===== config.mk =====
export PLATFORM = sky130hd
export DESIGN_NAME = i2s_tx
export DESIGN_NICKNAME = d
export VERILOG_FILES = /design/src/rtl/i2s_pkg.sv /design/src/rtl/i2s_tx_fifo.sv /design/src/rtl/i2s_tx.sv
export SDC_FILE = /design/constraint.sdc
export NUM_CORES = 1
export LEC_CHECK = 0
export BUFFER_PORTS_ARGS = -buffer_cell sky130_fd_sc_hd__buf_2
export CORE_ASPECT_RATIO = 0.9
export CORE_MARGIN = 10
export CORE_UTILIZATION = 25
export DETAILED_ROUTE_END_ITERATION = 7
export PLACE_DENSITY = 0.43
export SETUP_SLACK_MARGIN = 0.05
export SYNTH_ARGS = -nofsm -noshare
export SYNTH_HDL_FRONTEND = slang
export SYNTH_SLANG_ARGS = --single-unit

===== constraint.sdc =====
create_clock -name HCLK -period 3.05 [get_ports HCLK]
set_input_delay 0.1525 -clock HCLK [delete_from_list [all_inputs] [get_ports HCLK]]
set_output_delay 0.1525 -clock HCLK [all_outputs]
set_load 0.01 [all_outputs]

===== src/rtl/i2s_pkg.sv =====
`default_nettype none
// ============================================================================
//  Module      : i2s_pkg
//  Description : Shared I2S definitions used by the transmit and receive
//                paths: controller state encoding, default slot width and
//                bit-clock divider, and the frame-length helper.
//  Ports       : none (package)
//  Revision    : 1.0 - initial release
// ============================================================================
package i2s_pkg;

    // Controller states, explicitly one bit wide.
    typedef enum logic [0:0] {
        ST_IDLE = 1'b0,
        ST_RUN  = 1'b1
    } i2s_state_e;

    localparam int c_DEFAULT_SAMPLE_W = 16;
    localparam int c_DEFAULT_CLK_DIV  = 4;

    // One stereo frame is two channel slots.
    localparam int c_FRAME_LEN = 2 * c_DEFAULT_SAMPLE_W;

    function automatic int frame_len(input int sample_w);
        return 2 * sample_w;
    endfunction

endpackage
`default_nettype wire


===== src/rtl/i2s_tx_fifo.sv =====
`default_nettype none
// ============================================================================
//  Module      : i2s_tx_fifo
//  Description : Synchronous first-word-fall-through FIFO. The head entry is
//                always visible on rdata; pop consumes it. Push while full and
//                pop while empty are ignored.
//  Ports       : clk    - clock, rising edge
//                rst    - asynchronous active-high reset (empties the FIFO)
//                push   - write request, qualified internally with !full
//                wdata  - write data
//                pop    - read request, qualified internally with !empty
//                rdata  - head entry
//                full   - no free entries
//                empty  - no occupied entries
//                level  - number of occupied entries
//  Revision    : 1.0 - initial release
// ============================================================================
module i2s_tx_fifo #(
    parameter int WIDTH = 32,
    parameter int DEPTH = 4
) (
    input  logic                     clk,
    input  logic                     rst,
    input  logic                     push,
    input  logic [WIDTH-1:0]         wdata,
    input  logic                     pop,
    output logic [WIDTH-1:0]         rdata,
    output logic                     full,
    output logic                     empty,
    output logic [$clog2(DEPTH):0]   level
);

    localparam int               c_AW   = $clog2(DEPTH);
    localparam logic [c_AW:0]    c_FULL = (c_AW + 1)'(DEPTH);

    logic [WIDTH-1:0] r_mem [DEPTH];
    logic [c_AW-1:0]  r_wr_ptr;
    logic [c_AW-1:0]  r_rd_ptr;
    logic [c_AW:0]    r_count;

    logic             w_do_push;
    logic             w_do_pop;

    assign full      = (r_count == c_FULL);
    assign empty     = (r_count == '0);
    assign level     = r_count;
    assign rdata     = r_mem[r_rd_ptr];

    assign w_do_push = push && !full;
    assign w_do_pop  = pop && !empty;

    // Storage carries no reset; only pointers and count define validity.
    always_ff @(posedge clk) begin
        if (w_do_push) begin
            r_mem[r_wr_ptr] <= wdata;
        end
    end

    // DEPTH is a power of two, so the pointers wrap naturally.
    always_ff @(posedge clk or posedge rst) begin
        if (rst) begin
            r_wr_ptr <= '0;
            r_rd_ptr <= '0;
            r_count  <= '0;
        end else begin
            if (w_do_push) begin
                r_wr_ptr <= r_wr_ptr + 1'b1;
            end
            if (w_do_pop) begin
                r_rd_ptr <= r_rd_ptr + 1'b1;
            end
            case ({w_do_push, w_do_pop})
                2'b10:   r_count <= r_count + 1'b1;
                2'b01:   r_count <= r_count - 1'b1;
                default: r_count <= r_count;
            endcase
        end
    end

endmodule
`default_nettype wire


===== src/rtl/i2s_tx.sv =====
`default_nettype none
// ============================================================================
//  Module      : i2s_tx
//  Description : Master-mode Philips I2S transmitter. Stereo words are
//                buffered in a small FIFO and shifted out MSB first, one BCLK
//                after each WS edge, with WS and data changing on the HCLK
//                edge where BCLK falls.
//  Ports       : HCLK       - clock, rising edge
//                HRESET     - asynchronous active-high reset
//                en         - run enable
//                wr_valid   - FIFO write request
//                wr_data    - {left, right} stereo word
//                wr_ready   - FIFO not full
//                fifo_level - occupied FIFO entries
//                bclk       - bit clock
//                ws         - word select (0 = left, 1 = right)
//                dout       - serial data
//                underrun   - one-cycle pulse when a frame load finds the
//                             FIFO empty
//  Revision    : 1.0 - initial release
// ============================================================================
module i2s_tx
    import i2s_pkg::*;
#(
    parameter int SAMPLE_W   = c_DEFAULT_SAMPLE_W,
    parameter int CLK_DIV    = c_DEFAULT_CLK_DIV,
    parameter int FIFO_DEPTH = 4
) (
    input  logic                          HCLK,
    input  logic                          HRESET,
    input  logic                          en,
    input  logic                          wr_valid,
    input  logic [2*SAMPLE_W-1:0]         wr_data,
    output logic                          wr_ready,
    output logic [$clog2(FIFO_DEPTH):0]   fifo_level,
    output logic                          bclk,
    output logic                          ws,
    output logic                          dout,
    output logic                          underrun
);

    localparam int c_FRAME = frame_len(SAMPLE_W);
    localparam int c_BIT_W = $clog2(c_FRAME);
    localparam int c_DIV_W = $clog2(CLK_DIV + 1);

    localparam logic [c_BIT_W-1:0] c_BIT_LAST = c_BIT_W'(c_FRAME - 1);
    localparam logic [c_BIT_W-1:0] c_WS_LO    = c_BIT_W'(SAMPLE_W - 1);
    localparam logic [c_BIT_W-1:0] c_WS_HI    = c_BIT_W'(c_FRAME - 2);
    localparam logic [c_DIV_W-1:0] c_DIV_LAST = c_DIV_W'(CLK_DIV - 1);

    i2s_state_e          r_state;
    i2s_state_e          w_state_nxt;

    logic [c_DIV_W-1:0]  r_div_cnt;
    logic [c_BIT_W-1:0]  r_bit_cnt;
    logic [c_FRAME-1:0]  r_shift;
    logic                r_bclk;
    logic                r_ws;
    logic                r_underrun;

    logic                w_run;
    logic                w_div_wrap;
    logic                w_shift_tick;
    logic [c_BIT_W-1:0]  w_bit_nxt;
    logic                w_load;
    logic                w_pop;
    logic                w_fifo_full;
    logic                w_fifo_empty;
    logic [c_FRAME-1:0]  w_fifo_rdata;

    // ------------------------------------------------------------------
    // Sample FIFO
    // ------------------------------------------------------------------
    i2s_tx_fifo #(
        .WIDTH (c_FRAME),
        .DEPTH (FIFO_DEPTH)
    ) u_fifo (
        .clk   (HCLK),
        .rst   (HRESET),
        .push  (wr_valid),
        .wdata (wr_data),
        .pop   (w_pop),
        .rdata (w_fifo_rdata),
        .full  (w_fifo_full),
        .empty (w_fifo_empty),
        .level (fifo_level)
    );

    assign wr_ready = !w_fifo_full;

    // ------------------------------------------------------------------
    // State machine
    // ------------------------------------------------------------------
    always_ff @(posedge HCLK or posedge HRESET) begin
        if (HRESET) begin
            r_state <= ST_IDLE;
        end else begin
            r_state <= w_state_nxt;
        end
    end

    always_comb begin
        w_state_nxt = r_state;
        case (r_state)
            ST_IDLE: if (en)  w_state_nxt = ST_RUN;
            ST_RUN:  if (!en) w_state_nxt = ST_IDLE;
            default:          w_state_nxt = ST_IDLE;
        endcase
    end

    // ------------------------------------------------------------------
    // Divider, bit counter and shifter
    // ------------------------------------------------------------------
    // Dropping en in RUN is treated exactly like IDLE on the same edge, so
    // the lines fall to zero immediately and the partial frame is discarded.
    assign w_run        = (r_state == ST_RUN) && en;
    assign w_div_wrap   = (r_div_cnt == c_DIV_LAST);
    assign w_shift_tick = w_run && w_div_wrap && r_bclk;
    assign w_bit_nxt    = (r_bit_cnt == c_BIT_LAST) ? '0 : r_bit_cnt + 1'b1;
    assign w_load       = w_shift_tick && (w_bit_nxt == '0);
    assign w_pop        = w_load && !w_fifo_empty;

    always_ff @(posedge HCLK or posedge HRESET) begin
        if (HRESET) begin
            r_div_cnt  <= '0;
            r_bit_cnt  <= c_BIT_LAST;
            r_shift    <= '0;
            r_bclk     <= 1'b0;
            r_ws       <= 1'b0;
            r_underrun <= 1'b0;
        end else begin
            r_underrun <= 1'b0;
            if (!w_run) begin
                // Held at the start-of-run values, so entering RUN begins a
                // fresh frame two half-periods later.
                r_div_cnt <= '0;
                r_bit_cnt <= c_BIT_LAST;
                r_shift   <= '0;
                r_bclk    <= 1'b0;
                r_ws      <= 1'b0;
            end else begin
                r_div_cnt <= w_div_wrap ? '0 : r_div_cnt + 1'b1;
                if (w_div_wrap) begin
                    r_bclk <= ~r_bclk;
                end
                if (w_shift_tick) begin
                    r_bit_cnt <= w_bit_nxt;
                    // WS switches one bit ahead of each channel's MSB.
                    r_ws      <= (w_bit_nxt >= c_WS_LO) && (w_bit_nxt <= c_WS_HI);
                    if (w_load) begin
                        r_shift    <= w_fifo_empty ? '0 : w_fifo_rdata;
                        r_underrun <= w_fifo_empty;
                    end else begin
                        r_shift <= {r_shift[c_FRAME-2:0], 1'b0};
                    end
                end
            end
        end
    end

    assign bclk     = r_bclk;
    assign ws       = r_ws;
    assign dout     = r_shift[c_FRAME-1];
    assign underrun = r_underrun;

endmodule
`default_nettype wire

* After elaboration in Yosys (flattened, before gate mapping)
Memories as Yosys holds them, arrays and structs flattened.
Index checks and enable logic that the tools add are counted.
** Word-level totals
- Bits in registers :: 51
- Bits in writable memories :: 128
- Input port bits :: 36
- Output and inout port bits :: 8
- Word-level logic and storage cells :: 60
- Memories kept :: 1
** Memory list
- u_fifo.r_mem :: depth 4, bits a word 32, rd ports 1, clocked after memory_dff 0, write ports 1, line i2s_tx_fifo.sv:36 : logic [WIDTH-1:0] r_mem [DEPTH];
** Operators by class
- Add/sub/neg operators :: 6
- $lt $le $gt $ge :: 2
- Eq/ne operators :: 7
- Muxes and demuxes :: 20
- Bitwise gates (word level) :: 1
- Reductions and logical operators :: 13
** Operators with widths (count)
- $mux 32 :: 4
- $mux 5 :: 3
- $mux 1 :: 10
- $logic_and 1x1->1 :: 8
- $add 3x1->3 const B :: 2
- $mux 3 :: 2
- $pmux 3 s2 :: 1
- $add 5x1->5 const B :: 1
- $eq 5x5->1 const B :: 1
- $ge 5x4->1 const B :: 1
- $le 5x5->1 const B :: 1
- $logic_not 5->1 :: 1
- $add 2x1->2 const B :: 2
- $ne 2x1->1 const B :: 2
- $eq 3x2->1 const B :: 1
- $eq 3x3->1 const B :: 1
- $logic_not 3->1 :: 1
- $sub 3x1->3 const B :: 1
- $eq 2x1->1 const B :: 1
- $eq 2x2->1 const B :: 1
- $logic_not 1->1 :: 2
- $reduce_bool 2->1 :: 1
- $not 1->1 :: 1

* Longest topological paths before layout
Gate-level depths: netlist of run 1.
- Depth after elaboration :: 8
- Gate-level depth with buffers :: 12
- Depth with buffers taken out :: 12

* By module
A second synthesis of run 1 with hierarchy kept.
** Unflattened totals
- Cell total of the unflattened synthesis :: 462
- Area, all modules :: 7623.6 µm²
** By module, submodules not included
- i2s_tx_fifo :: instances 1, cells each 206, area an instance 5094.9 µm², seq. area each 4018.9 µm²
- i2s_tx :: instances 1, cells each 256, area an instance 2528.7 µm², seq. area each 1107.3 µm²

* Worst setup path after synthesis of run 1
No wires, ideal clock.
- Kind :: reg-to-reg
- Start :: reg r_bit_cnt[0]
- End :: reg u_fifo.r_count[2] (netlist: u_fifo.level[2])
- Setup time :: 79 ps
- Data arrival time :: 3135 ps
- Required time :: 2971 ps
- Slack :: -164 ps
- Stages on the path, launching flop included :: 13
- Path buffers :: 0
- Clock period less this slack :: 3214 ps
- Cells stage by stage :: dfstp_2 -> ha_1 -> and3_1 -> ha_1 -> nand4b_1 -> a2111oi_4 -> and2_4 -> ha_1 -> inv_1 -> fa_1 -> xor2_1 -> nor2_1 -> xor2_1
** Between the ends
- Word-level cells in the longest chain between the ends :: 8
- Elaborated cells on any way between the ends :: 11
- Classes of those cells :: add/sub (1); eq/ne (3); mux (2); reduce/logical (5)
** Ends and longest elaborated chain
- start, declared :: line i2s_tx.sv:55 : logic [c_BIT_W-1:0] r_bit_cnt;
- start signal, assigned :: line i2s_tx.sv:126 : r_bit_cnt <= c_BIT_LAST;
- start signal, assigned :: line i2s_tx.sv:137 : r_bit_cnt <= c_BIT_LAST;
- start signal, assigned :: line i2s_tx.sv:147 : r_bit_cnt <= w_bit_nxt;
- $add 5x1->5 or $eq 5x5->1 (tied branches) :: line i2s_tx.sv:119 : assign w_bit_nxt = (r_bit_cnt == c_BIT_LAST) ? '0 : r_bit_cnt + 1'b1;
- $mux 5 (*) :: line i2s_tx.sv:119
- $logic_not 5->1 (*) :: line i2s_tx.sv:120 : assign w_load = w_shift_tick && (w_bit_nxt == '0);
- $logic_and 1x1->1 (*) :: line i2s_tx.sv:120
- $logic_and 1x1->1 (*) :: line i2s_tx.sv:121 : assign w_pop = w_load && !w_fifo_empty;
- $logic_and 1x1->1 (*) :: line i2s_tx_fifo.sv:50 : assign w_do_pop = pop && !empty;
- via u_fifo.w_do_pop :: line i2s_tx_fifo.sv:42 : logic w_do_pop;
- $eq 2x1->1 or $eq 2x2->1 (tied branches) :: line i2s_tx_fifo.sv:72 : case ({w_do_push, w_do_pop})
- $pmux 3 s2 or $reduce_bool 2->1 (tied branches)
- end signal, assigned :: line i2s_tx_fifo.sv:73 : 2'b10: r_count <= r_count + 1'b1;
- end signal, assigned :: line i2s_tx_fifo.sv:74 : 2'b01: r_count <= r_count - 1'b1;
- end signal, assigned :: line i2s_tx_fifo.sv:75 : default: r_count <= r_count;
- end, declared :: line i2s_tx_fifo.sv:39 : logic [c_AW:0] r_count;
The timed path passes the listed nets; every way through them passes the cells marked *.
A chain may end at the register's enable or synchronous reset.

* Worst setup path in the final report of run 1
- Start :: reg r_bit_cnt[1]
- End :: reg u_fifo.r_count[2] (netlist: u_fifo.level[2])
The elaborated chain is that of the path after synthesis.

==> impl_results.md, run 1 <==
* Post-synth EDFFs at around 130
* Clk pin slew, worst setup/hold paths at approximately 70 ps
* Crit. End Element: flop
* Power Dens Cells at around 660 mW/mm²
* Core area at ~0.028 mm²
* Pre-antenna DRT Iters at 5
* Vias per cell at 4.51
* CTS tree: yes
* Total power at just under 6 mW
* Slowest cell on the critical path: dfstp_2
* Root Driver: clkbuf_16
* Insertion delay to the later sink of the worst-skew pair at between 400 and 500 ps
* Detailed Place HPWL at between 9 and 10 mm
* Drt total wl at 15.6 mm
* Worst slew pin tran at approximately 730 ps
* Final hold violation count at 0
* Critical Path RT at between 3000 and 4000 ps
* Type of the most critical hold path: in2reg
* Hold WS at roughly 160 ps
* Register area share after synthesis at 71.0%
* First-pass GRT wire length at roughly 25 mm
* Combinational share of power at between 10% and 20%
* Area growth syn-to-layout at 22.7%
* Final period utilization at 93.1%
* Status: complete, no violations
* WP buf/inv at 1
* DRC violations left at 0
* Final Max Slew Viols at 0
* Final setup vio count at 0
* Async set or reset register ratio after synthesis at ~28%
* Setup WS post-layout at roughly 210 ps
* Ant diodes at 0
* Yosys warns at 0
* Layout cells sized above 1 at between 20% and 30%
* Die Y at about 180 µm
* Clk_skew at around 8.7 ps
* Antenna violations before repair at 0
* Via count at 3992
* Cell area after placement at 0.00795 mm²
* Sw Share at 25.7%
* Post-DRT Antenna Nets at 0
* Syn Inst Count at between 400 and 500
* CTS buffer count at 17
* RSZ-0062 raised after global routing: no
* Fin area at slightly below 0.009 mm²
* GRT overflow at 0
* Initial DRC count at around 230
* Max VDD drop at roughly 0.28 mV
* Internal at 4.35 mW
* Crit path time final at approximately 2800 ps
* CTS Buffer Depth at 2
* Ports at 44
* Synth area leader: edfxtp_1
* Setup CP Type: reg2reg
* FF+latch count, synth at ~180
* Final core occ at between 30% and 40%
* Arrival time of the worst setup path at about 3200 ps
* Pin count of the biggest net entering global routing at 35
* Global Route Usage Sum at a little over 9%
* Dpl ws at around 75 ps
* Number of max-cap violations at 0
* Syn_area_per_cell at roughly 17 µm²
* H-tree depth at 4
* Clock power frac at between 30% and 40%
* Setup TNS at 0 ps
* Die ar. at about 0.036 mm²
* Leakage at about 3.1 nW
* Number of port buffers at 43
* Routed WL per cell at 17.6 µm
* Ys flop type: edfxtp_1
* Fin nets at 560
* Peak Freq at 352 MHz
* Largest delay share family, worst path: adder cells
* Post-Layout Cell Count at 885
* Clk sinks at about 180
* Gpl congestion at between 0.7 and 0.8
* Filler instances at 2738
* Crit path max fanout at 7
* Synth top area share at 53.3%
* Synth area leaders: edfxtp_1 53%, dfrtp_1 16%, mux4_2 10%
* Post-Syn Area at 0.00722 mm²
* Die width at 199 µm
* Sequential power share at 53.3%
* Synth Net Count at 470
* Most frequent cells in the layout: 128 x edfxtp_1, 45 x dfrtp_1, 43 x buf_2
* Cts repair resizes at 0
* Starting Density at 25.6%
* Slew HR at 51.5%
* Placed cells at between 800 and 900
* Crit start category: flop
* Cells along the critical path: ha_4 -> and3_4 -> ha_4 -> nand4b_1 -> a2111oi_4 -> and2_4 -> ha_4 -> inv_1 -> fa_2 -> xor2_1 -> nor2_1 -> xor2_1
* Distinct cell type count of the synthesized netlist at around 40
* Slowest Stage Delay on Critical Path at approximately 560 ps
* Sw power at ~1.5 mW
* Most used cell, CP: ha_4
* Commonest non-fill, non-tap cell in the layout: edfxtp_1
* Vias in the first global route at 4298
* Cell Rows at 58
## worst paths after layout
path / start / end / slack [ps] / cells past startpoint
hold reg to reg: r_div_cnt[0]$_DFF_PP0_ / r_div_cnt[0]$_DFF_PP0_ / 450 / 1
max in group asynchronous: HRESET / r_shift[31]$_DFFE_PP0P_ / 1860 / 4
min in group asynchronous: HRESET / r_state$_DFF_PP0_ / 400 / 3
hold / removal: wr_valid / u_fifo.r_wr_ptr[0]$_DFFE_PP0P_ / 160 / 3
setup / recovery: r_bit_cnt[1]$_DFFE_PP1P_ / u_fifo.level[2]$_DFFE_PP0P_ / 210 / 12
setup reg to reg: r_bit_cnt[1]$_DFFE_PP1P_ / u_fifo.level[2]$_DFFE_PP0P_ / 210 / 12
## registers in the layout, indices dropped and copies added (netlist names)
signal / flops
r_state: 1
u_fifo.r_rd_ptr: 2
u_fifo.r_wr_ptr: 2
bclk: 1
u_fifo.level: 3
u_fifo.r_mem: 128
underrun: 1
r_bit_cnt: 5
r_div_cnt: 3
r_shift: 32
ws: 1
## repair_timing
| action | 4_1_cts | 5_1_grt |
|---|---|---|
| pin swaps | 1 | 1 |
| buffers inserted | 1 | 0 |
| setup endpoints to repair | 1 | 1 |
| endpoints found under the hold margin | 154 | 0 |
| hold buffers | 34 | 0 |
## worst reg2reg max path, delay by kind of cell (launching register included)
kind	cells	cell delay, ps
xor+xnor	2	300
simple gates	4	760
buf+inv	1	50
flops	1	560
compound gates	1	250
fa+ha+maj	4	840
## per-layer routing
metal / vias to the layer above / GRT usage [%] / wire, µm
li1: 1818 / - / -
met1: 2066 / 11.7 / 7230
met2: 93 / 14.3 / 7480
met3: 15 / 2.71 / 723
met4: 0 / 2.62 / 161
met5: - / 0 / 0
## synth_stat cells, drive strengths merged, types with 2 or more instances
cell type  number
and3            7
inv            43
dfstp           5
xnor2           3
dfrtp          46
and2            4
xor2            5
nand2           8
edfxtp        128
buf            13
a211o           2
clkbuf          8
nor3            2
mux4           32
o211ai          6
a32oi          31
nor3b           2
nand2b          3
nand3           5
o21ai          35
nor2            8
ha             11
mux2            2
## power by group through the flow
| stage | clock network [mW] | registers (mW) | logic (mW) |
|---|---|---|---|
| 2_1_floorplan | 0 | 3.16 | 0.364 |
| 3_3_place_gp | 0 | 3.16 | 0.644 |
| 3_5_place_dp | 0 | 3.18 | 0.650 |
| 4_1_cts | 2.14 | 3.13 | 0.689 |
| 5_1_grt | 2.24 | 3.16 | 0.741 |
| 6_report | 2.07 | 3.12 | 0.662 |
## cell type report
type,count,area [µm²],area share (%)
Tap cell,360,450,5.08
Inverter,43,161,1.82
Sequential cell,179,5130,57.9
Multi-Input combinational cell,179,1880,21.2
Clock buffer,18,439,4.96
Timing Repair Buffer,92,681,7.68
Clock inverter,14,120,1.36
## kinds of logic after synthesis
logic type                 share of synthesized area (%)
AOI/OAI and AO/OA                                   7.78
xor gates and xnor gates                            1.07
adders and majority gates                           2.18
buffers and inverters                               3.81
DFF                                                 71.0
muxes                                               10.4
and+or+nand+nor                                     3.68
No activity file was read; power rests on OpenSTA's default activity.
==> inputs of run 2 (changes only) <==
--- a/config.mk
+++ b/config.mk
@@ -10,7 +10,7 @@
 export CORE_MARGIN = 10
 export CORE_UTILIZATION = 25
 export DETAILED_ROUTE_END_ITERATION = 7
-export PLACE_DENSITY = 0.43
+export PLACE_DENSITY = 0.42
 export SETUP_SLACK_MARGIN = 0.05
 export SYNTH_ARGS = -nofsm -noshare
 export SYNTH_HDL_FRONTEND = slang
==> constraint.sdc (replaced) <==
create_clock -name HCLK -period 3.7 [get_ports HCLK]
set_input_delay 0.185 -clock HCLK [delete_from_list [all_inputs] [get_ports HCLK]]
set_output_delay 0.185 -clock HCLK [all_outputs]
set_load 0.01 [all_outputs]
==> impl_results.md, run 2 (synthesis results as in run 1) <==
* Status: complete, no violations
* Power Dens Cells at 556 mW/mm² (-16%)
* CTS tree: yes
* Leakage at 3.12 nW (+0.21%)
* Vias per cell at 4.53 (+0.47%)
* Layout cells sized above 1 at 26.1% (-1.4 points)
* Final setup vio count at 0 (unchanged)
* Crit start category: flop
* Most flops, register: u_fifo.r_mem
* Clock power frac at 36.5% (+1.1 points)
* Most used cell, CP: ha_1
* Via count at 3997 (+0.13%)
* Final period utilization at 87.7% (-5.4 points)
* Crit path time final at 3250 ps (+404 ps)
* Setup TNS at 0 ps (unchanged)
* Ports at 44 (unchanged)
* Critical Path RT at 4050 ps (+650 ps)
* Setup Buffers After CTS at 0 (-1)
* Number of max-cap violations at 0 (unchanged)
* Die Y at 181 µm (unchanged)
* Clk_skew at 12.6 ps (+3.96 ps)
* Pin count of the biggest net entering global routing at 35 (unchanged)
* Slowest Stage Delay on Critical Path at 590 ps (+30 ps)
* Vias in the first global route at 4331 (+0.77%)
* Post-Layout Cell Count at 882 (-0.34%)
* Peak Freq at 308 MHz (-12%)
* Final hold violation count at 0 (unchanged)
* Setup CP Type: reg2reg
* Combinational share of power at 11.0% (-0.3 points)
* Arrival time of the worst setup path at 3600 ps (+410 ps)
* Starting Density at 25.6% (unchanged)
* Area growth syn-to-layout at 22.1%
* Core area at 0.0282 mm² (unchanged)
* Insertion delay to the later sink of the worst-skew pair at 430 ps (about the same)
* Sequential power share at 52.5% (-0.8 points)
* Final Max Slew Viols at 0 (unchanged)
* Detailed Place HPWL at 9.30 mm (about the same)
* Hold Crit Depth at 3 (unchanged)
* Commonest non-fill, non-tap cell in the layout: edfxtp_1
* Initial DRC count at 230 (+2.2%)
* Placed cells at 816 (-0.24%)
* Clk pin slew, worst setup/hold paths at 80 ps (about the same)
* CTS Buffer Depth at 2 (unchanged)
* Clk sinks at 179 (unchanged)
* Worst slew pin tran at 757 ps (+30.7 ps)
* Worst r2r path cells at 12 (unchanged)
* Global Route Usage Sum at 9.28% (+0.21 points)
* Cts repair resizes at 0 (unchanged)
* Die width at 199 µm (unchanged)
* Sw Share at 25.6% (-0.14 points)
* Cell Rows at 58 (unchanged)
* Slowest cell on the critical path: dfstp_2
* First-pass GRT wire length at 25.8 mm (+3.6%)
* H-tree depth at 4 (unchanged)
* Routed WL per cell at 18.0 µm (+2.4%)
* Internal at 3.64 mW (-16%)
* Fin nets at 557 (-0.54%)
* Post-DRT Antenna Nets at 0 (unchanged)
* Sw power at 1.25 mW (-17%)
* Antenna violations before repair at 0 (unchanged)
* Slew HR at 49.6% (-2.0 points)
* Pre-antenna DRT Iters at 4 (-1)
* RSZ-0062 raised after global routing: no
* Drt total wl at 15.9 mm (+2.1%)
* Type of the most critical hold path: in2reg
* Gpl congestion at 0.761 (+0.18%)
* Max VDD drop at 0.274 mV (-1.3%)
* DRC violations left at 0 (unchanged)
* Ant diodes at 0 (unchanged)
* Cts hold-fix bufs at 34 (unchanged)
* Crit. End Element: flop
* Max reg flops at 128 (unchanged)
* Crit path max fanout at 7 (unchanged)
* Top Registers: u_fifo.r_mem: 128 flops, r_shift: 32 flops, r_bit_cnt: 5 flops
* CTS buffer count at 17 (unchanged)
* Number of port buffers at 43 (unchanged)
* Die ar. at 0.0361 mm² (unchanged)
* Root Driver: clkbuf_16
* Cells along the critical path: ha_1 -> and3_1 -> ha_1 -> nand4b_1 -> a2111oi_4 -> and2_4 -> ha_1 -> inv_1 -> fa_1 -> xor2_1 -> nor2_1 -> xor2_1
* Most frequent cells in the layout: 128 x edfxtp_1, 45 x dfrtp_1, 43 x buf_2
* GRT overflow at 0 (unchanged)
[run 2: changes by cell type in the layout (fill, tap and decap cells not counted), moves of 2 or more]
cell,previous run,this run
ha_1,8,11
ha_4,3,0
clkinvlp_4,6,2
buf_4,14,12
clkinv_4,1,3
[run 2: critical path, delay by kind of cell, from the launching register on]
family / cells / cell delay [ps]
AOI/OAI and AO/OA: 1 / 320
DFF: 1 / 590
and+or+nand+nor: 4 / 770
buffers and inverters: 1 / 60
adders and majority gates: 4 / 1110
xor gates and xnor gates: 2 / 310
[run 2: area by class of cell]
type,count,area (µm²)
clock buffers,17,425
clock inverters,15,165
fillers,2729,19400
inverters,43,161
multi-input cells,179,1830
flip-flops and latches,179,5130
well taps,360,450
repair buffers,89,646
[run 2: layer usage]
metal | vias up | track usage [%] | part of all wire [%]
li1 | 1816 | - | -
met1 | 2094 | 12.3 | 46
met2 | 76 | 14.9 | 49
met3 | 11 | 2.02 | 4.2
met4 | 0 | 2.56 | 0.97
met5 | - | 0 | 0
[run 2: metrics by stage]
step / hold WS, ps / power (mW) / util [%] / area, µm² / worst slack, ps
detailed placement: 351 / 3.16 / 27.9 / 7880 / 478
global placement: 342 / 3.13 / 27.9 / 7880 / 577
global route: 191 / 5.14 / 31.2 / 8810 / 281
CTS: 150 / 4.99 / 31.2 / 8810 / 445
floorplan: 216 / 2.90 / - / 7220 / 486
finish: 162 / 4.90 / 31.2 / 8810 / 455
[run 2: worst paths after layout]
check | from | slack [ps] | endpoint
setup / recovery | r_bit_cnt[1]$_DFFE_PP1P_ | 450 | u_fifo.level[2]$_DFFE_PP0P_
hold reg to reg | r_div_cnt[0]$_DFF_PP0_ | 440 | r_div_cnt[0]$_DFF_PP0_
max in group asynchronous | HRESET | 2450 | r_shift[4]$_DFFE_PP0P_
hold / removal | wr_valid | 160 | u_fifo.r_wr_ptr[0]$_DFFE_PP0P_
min in group asynchronous | HRESET | 430 | r_div_cnt[2]$_DFF_PP0_
setup reg to reg | r_bit_cnt[1]$_DFFE_PP1P_ | 450 | u_fifo.level[2]$_DFFE_PP0P_
[run 2: power groups by stage]
stage                     Sequential, mW  Combinational (mW)  Clock [mW]
after floorplan                     2.61               0.295           0
final                               2.57               0.538        1.79
after detailed placement            2.62               0.537           0
after global placement              2.60               0.529           0
after global routing                2.60               0.609        1.93
after CTS                           2.58               0.568        1.85
